`src/rtl/puf_challenge_sequencer.sv`:
```
// Challenge sequencer for the RO-PUF: expands a seed into RO-pair selections, races each pair
// and packs the sampled comparator bits into a word. Define PUF_MAJORITY_VOTE_EN for 3-race majority voting.
module puf_challenge_sequencer #(
    parameter int RESP_BITS   = 16,
    parameter int CLR_CYCLES  = 2,
    parameter int WINDOW      = 64,
    parameter int SYNC_STAGES = 2
) (
    input  logic                 clk,
    input  logic                 reset,
    input  logic                 start,
    input  logic [7:0]           challenge,
    output logic [3:0]           sel0,
    output logic [3:0]           sel1,
    output logic                 cnt_reset_n,
    input  logic                 response,
    output logic                 busy,
    output logic                 resp_valid,
    output logic [RESP_BITS-1:0] resp_word
);

`ifdef PUF_MAJORITY_VOTE_EN
    localparam int VOTES = 3;
`else
    localparam int VOTES = 1;
`endif

    localparam logic [2:0] ST_IDLE   = 3'd0;
    localparam logic [2:0] ST_CLEAR  = 3'd1;
    localparam logic [2:0] ST_RUN    = 3'd2;
    localparam logic [2:0] ST_SAMPLE = 3'd3;
    localparam logic [2:0] ST_DONE   = 3'd4;

    localparam int CNT_MAX = (WINDOW > CLR_CYCLES) ? WINDOW : CLR_CYCLES;
    localparam int CNT_W   = $clog2(CNT_MAX + 1);
    localparam int IDX_W   = (RESP_BITS > 1) ? $clog2(RESP_BITS) : 1;

    logic [2:0]             state;
    logic [2:0]             state_nxt;
    logic [CNT_W-1:0]       phase_cnt;
    logic [IDX_W-1:0]       idx;
    logic [7:0]             lfsr;
    logic [7:0]             lfsr_n;
    logic [7:0]             seed;
    logic [SYNC_STAGES-1:0] sync_q;
    logic                   resp_sync;
    logic [1:0]             vote_cnt;
    logic [1:0]             vote_bits;
    logic                   last_vote;
    logic                   last_bit;
    logic                   phase_last;
    logic                   majority;
    logic                   sample_bit;

    function automatic logic [7:0] lfsr_next(input logic [7:0] l);
        return {l[6:0], l[7] ^ l[5] ^ l[4] ^ l[3]};
    endfunction

    // Never let a ring oscillator race against itself.
    function automatic logic [3:0] pick_sel1(input logic [7:0] l);
        return (l[3:0] == l[7:4]) ? (l[7:4] ^ 4'h1) : l[7:4];
    endfunction

    assign seed       = (challenge == 8'h00) ? 8'hA5 : challenge;
    assign lfsr_n     = lfsr_next(lfsr);
    assign resp_sync  = sync_q[SYNC_STAGES-1];
    assign last_vote  = (vote_cnt == 2'(VOTES - 1));
    assign last_bit   = (idx == IDX_W'(RESP_BITS - 1));
    assign majority   = (vote_bits[0] & vote_bits[1]) |
                        (vote_bits[0] & resp_sync)    |
                        (vote_bits[1] & resp_sync);
    assign sample_bit = (VOTES == 3) ? majority : resp_sync;

    always_comb begin
        phase_last = 1'b0;
        if (state == ST_CLEAR) begin
            phase_last = (phase_cnt == CNT_W'(CLR_CYCLES - 1));
        end else if (state == ST_RUN) begin
            phase_last = (phase_cnt == CNT_W'(WINDOW - 1));
        end
    end

    always_comb begin
        state_nxt = state;
        case (state)
            ST_IDLE:   if (start) state_nxt = ST_CLEAR;
            ST_CLEAR:  if (phase_last) state_nxt = ST_RUN;
            ST_RUN:    if (phase_last) state_nxt = ST_SAMPLE;
            ST_SAMPLE: state_nxt = (last_vote && last_bit) ? ST_DONE : ST_CLEAR;
            ST_DONE:   state_nxt = ST_IDLE;
            default:   state_nxt = ST_IDLE;
        endcase
    end

    // Outputs are registered from the next state so the counter clear never glitches.
    always_ff @(posedge clk) begin
        if (reset) begin
            state       <= ST_IDLE;
            phase_cnt   <= '0;
            idx         <= '0;
            lfsr        <= 8'h00;
            sync_q      <= '0;
            vote_cnt    <= 2'd0;
            vote_bits   <= 2'b00;
            sel0        <= 4'h0;
            sel1        <= 4'h0;
            cnt_reset_n <= 1'b0;
            busy        <= 1'b0;
            resp_valid  <= 1'b0;
            resp_word   <= '0;
        end else begin
            state       <= state_nxt;
            sync_q      <= {sync_q[SYNC_STAGES-2:0], response};
            cnt_reset_n <= (state_nxt == ST_RUN);
            phase_cnt   <= (state_nxt != state) ? '0 : phase_cnt + 1'b1;
            resp_valid  <= 1'b0;
            case (state)
                ST_IDLE: begin
                    if (start) begin
                        lfsr      <= seed;
                        idx       <= '0;
                        busy      <= 1'b1;
                        resp_word <= '0;
                        vote_cnt  <= 2'd0;
                        sel0      <= seed[3:0];
                        sel1      <= pick_sel1(seed);
                    end
                end
                ST_SAMPLE: begin
                    if (last_vote) begin
                        resp_word[idx] <= sample_bit;
                        lfsr           <= lfsr_n;
                        idx            <= idx + 1'b1;
                        vote_cnt       <= 2'd0;
                        sel0           <= lfsr_n[3:0];
                        sel1           <= pick_sel1(lfsr_n);
                    end else begin
                        vote_bits[vote_cnt[0]] <= resp_sync;
                        vote_cnt               <= vote_cnt + 2'd1;
                    end
                end
                ST_DONE: begin
                    resp_valid <= 1'b1;
                    busy       <= 1'b0;
                end
                default: ;
            endcase
        end
    end

endmodule

```
`config.mk`:
```
export PLATFORM = sky130hd
export DESIGN_NAME = puf_challenge_sequencer
export DESIGN_NICKNAME = d
export VERILOG_FILES = /design/src/rtl/puf_challenge_sequencer.sv
export SDC_FILE = /design/constraint.sdc
export NUM_CORES = 1
export LEC_CHECK = 0
export BUFFER_PORTS_ARGS = -buffer_cell sky130_fd_sc_hd__buf_2
export CAP_MARGIN = 5
export CORE_MARGIN = 3
export CORE_UTILIZATION = 50
export CTS_BUF_LIST = sky130_fd_sc_hd__clkbuf_2
export CTS_CLUSTER_SIZE = 30
export DETAILED_ROUTE_END_ITERATION = 10
export GPL_ROUTABILITY_DRIVEN = 0
export PLACE_DENSITY = 0.82
export SKIP_CTS_REPAIR_TIMING = 1
export SYNTH_ARGS = -nofsm -noshare
export SYNTH_HDL_FRONTEND = slang
export SYNTH_SLANG_ARGS = --single-unit
export TNS_END_PERCENT = 20
```
`constraint.sdc`:
```
create_clock -name clk -period 1.9 [get_ports clk]
set_input_delay 0.285 -clock clk [delete_from_list [all_inputs] [get_ports clk]]
set_output_delay 0.285 -clock clk [all_outputs]
set_load 0.01 [all_outputs]
```
==> results.cfg <==
[timing]
period_minus_slack_ns = 1.75
rsz0062_at_grt = true
hold_viol_final = 0
setup_viol = 0
fin_skew_ns = 0.0214
slew_viol_final = 0
fin_ws_ns = 0.152
fin_crit_sh = 0.920
fmax_ghz = 0.572
slew_headroom = 0.633
hold_slack_ns = 0.0879
tightest_slew_ns = 0.551
tns_ns = 0

[die]
start_util = 0.536
die_area_um2 = 5740
dieHeight_um = 75.7
die_w_um = 75.7
coreArea_um2 = 4530
rows = 24
num_io_pins = 39

[pwr]
power.leakage_nw = 1.01
p_per_area_nw_per_um2 = 641
pwr-share-comb = 0.177
p_clk_frac = 0.207
power_mw = 1.71
p_int_mw = 1.21
seq_power_share = 0.616
p_switching_uw = 506
sw_frac_of_total = 0.295
peakVddDrop_mv = 0.378

[place]
dp_cells = 374
placed_area_um2 = 2630
portBuffers = 38
preCtsSetupSlack_ns = 0.144
place_hpwl_mm = 4.00

[layout]
mostFrequentLayoutCells = dfxtp_1 (43), buf_2 (38), a21oi_1 (29)
final_common_cell = dfxtp_1
n_antenna_cell = 0
final_cells = 380
regArea_um2 = 925
fill_cells = 440
drive_gt1_frac = 0.225
area_delta_synth_final_pct = 9.93
design_area_um2 = 2670
nets = 336
final_core_util = 0.590
multi_input_area_um2 = 1330

[setup_path]
path_max_fanout = 7
required_ns = 2.24
end_kind = flop
cp-start-kind = flop
critPathKind = reg -> reg
rr_worst_depth = 6
worst-endpoint-arrival_ns = 2.09

[logic_synthesis]
async_reset_ff_frac = 0
ys.warnings.count = 0
synth_cells = 285
syn_area_um2 = 2430
synth_edf_count = 0
syn-num-nets = 305
avgSynthCellArea_um2 = 8.53
seq_area_frac_synth = 0.379
synth_seq_cells = 46
ys.flop_type = dfxtp_1
synth_cell_types = 52

[status]
status = completed

[drt]
routedWlPerCell_um = 14.1
drc = 0
viasPerCell = 5.69
route.vias.total = 2161
dr.pass1.iters = 4
drt-total-wl_mm = 5.36
ant_nets = 0
drt_iter0_drc = 140

[clocking]
clock_sinks = 46
worstSkewPairLatency_ns = 0.40
cts_max_level = 2
cts_tree = yes
root_buffer = clkbuf_2
path_clk_slew_ns = 0.19
numCtsBuffers = 5
clockBufferDepth = 2

[global_routing]
first_global_vias = 1938
grtUsageTotal = 0.201
grt_max_degree = 17
grt_pass1_wl_mm = 8.96
grt-ovfl-total = 0
antenna_found_initial = 0

[run]
max_cap_viol_count = 0

[hold_path]
hold_depth = 2
hold_class = in -> reg
## state kept, by name, summed over array words and instances (netlist names)
signal and count:
sel0 3, lfsr 2, state 3, sel1 4
vote_cnt 2, phase_cnt 7, resp_valid 1, busy 1
sync_q 2, resp_word 16, idx 4, cnt_reset_n 1
## power by group through the flow
stage	Clock, mW	Sequential [mW]	Combinational (mW)
floorplan	0	1.06	0.242
global placement	0	1.07	0.292
detailed placement	0	1.07	0.299
CTS	0.380	1.06	0.300
global route	0.404	1.06	0.337
finish	0.355	1.06	0.303
## cells in the mapped netlist (5+ instances only)
master | n | area (um2)
nor2_1 | 18 | 67.6
or2_2 | 6 | 37.5
inv_1 | 13 | 48.8
dfxtp_1 | 46 | 921
nand3_1 | 11 | 55.1
ha_1 | 8 | 100
nand4_1 | 12 | 75.1
xor2_1 | 5 | 43.8
a21oi_1 | 29 | 145
xnor2_1 | 8 | 70.1
nand2_1 | 21 | 78.8
nor3_1 | 9 | 45.0
buf_2 | 5 | 25.0
buf_4 | 8 | 60.1
o21ai_0 | 10 | 50.1
clkbuf_1 | 7 | 26.3
## routing by layer
metal  wire (um)  GRT usage
met1        2500      0.264
met2        2540      0.325
met3         259     0.0422
met4          61     0.0718
met5           0          0
## final timing paths
check / startpoint / endpoint / slack, ns
min reg2reg: sync_q[0]$_SDFF_PP0_ / sync_q[1]$_SDFF_PP0_ / 0.46
max reg2reg: vote_cnt[0]$_SDFFE_PP0P_ / resp_word[7]$_SDFFE_PP0P_ / 0.15
min: response / sync_q[0]$_SDFF_PP0_ / 0.09
max: vote_cnt[0]$_SDFFE_PP0P_ / resp_word[7]$_SDFFE_PP0P_ / 0.15
## worst max-delay path: stages, from the launching register on
cell      delay (ns)
dfxtp_1         0.37
inv_1           0.06
ha_1            0.22
and3_1          0.24
o211ai_1        0.46
o21ai_0         0.19
a21oi_1         0.16
## area by class of cell
class / count / area share
Multi-Input combinational cell: 203 / 0.498
Sequential cell: 46 / 0.346
Clock buffer: 5 / 0.00936
Clock inverter: 1 / 0.00140
Tap cell: 65 / 0.0304
Inverter: 13 / 0.0182
Timing Repair Buffer: 47 / 0.0964
## logic make-up after synthesis
group                      count (synthesis)  share of synthesized area
buffers and inverters                     36                     0.0766
and+or+nand+nor                          105                      0.235
AOI/OAI and AO/OA                         77                      0.222
DFF                                       46                      0.379
xor gates and xnor gates                  13                     0.0468
adders and majority gates                  8                     0.0412
No activity file was read; power rests on OpenSTA's default activity.
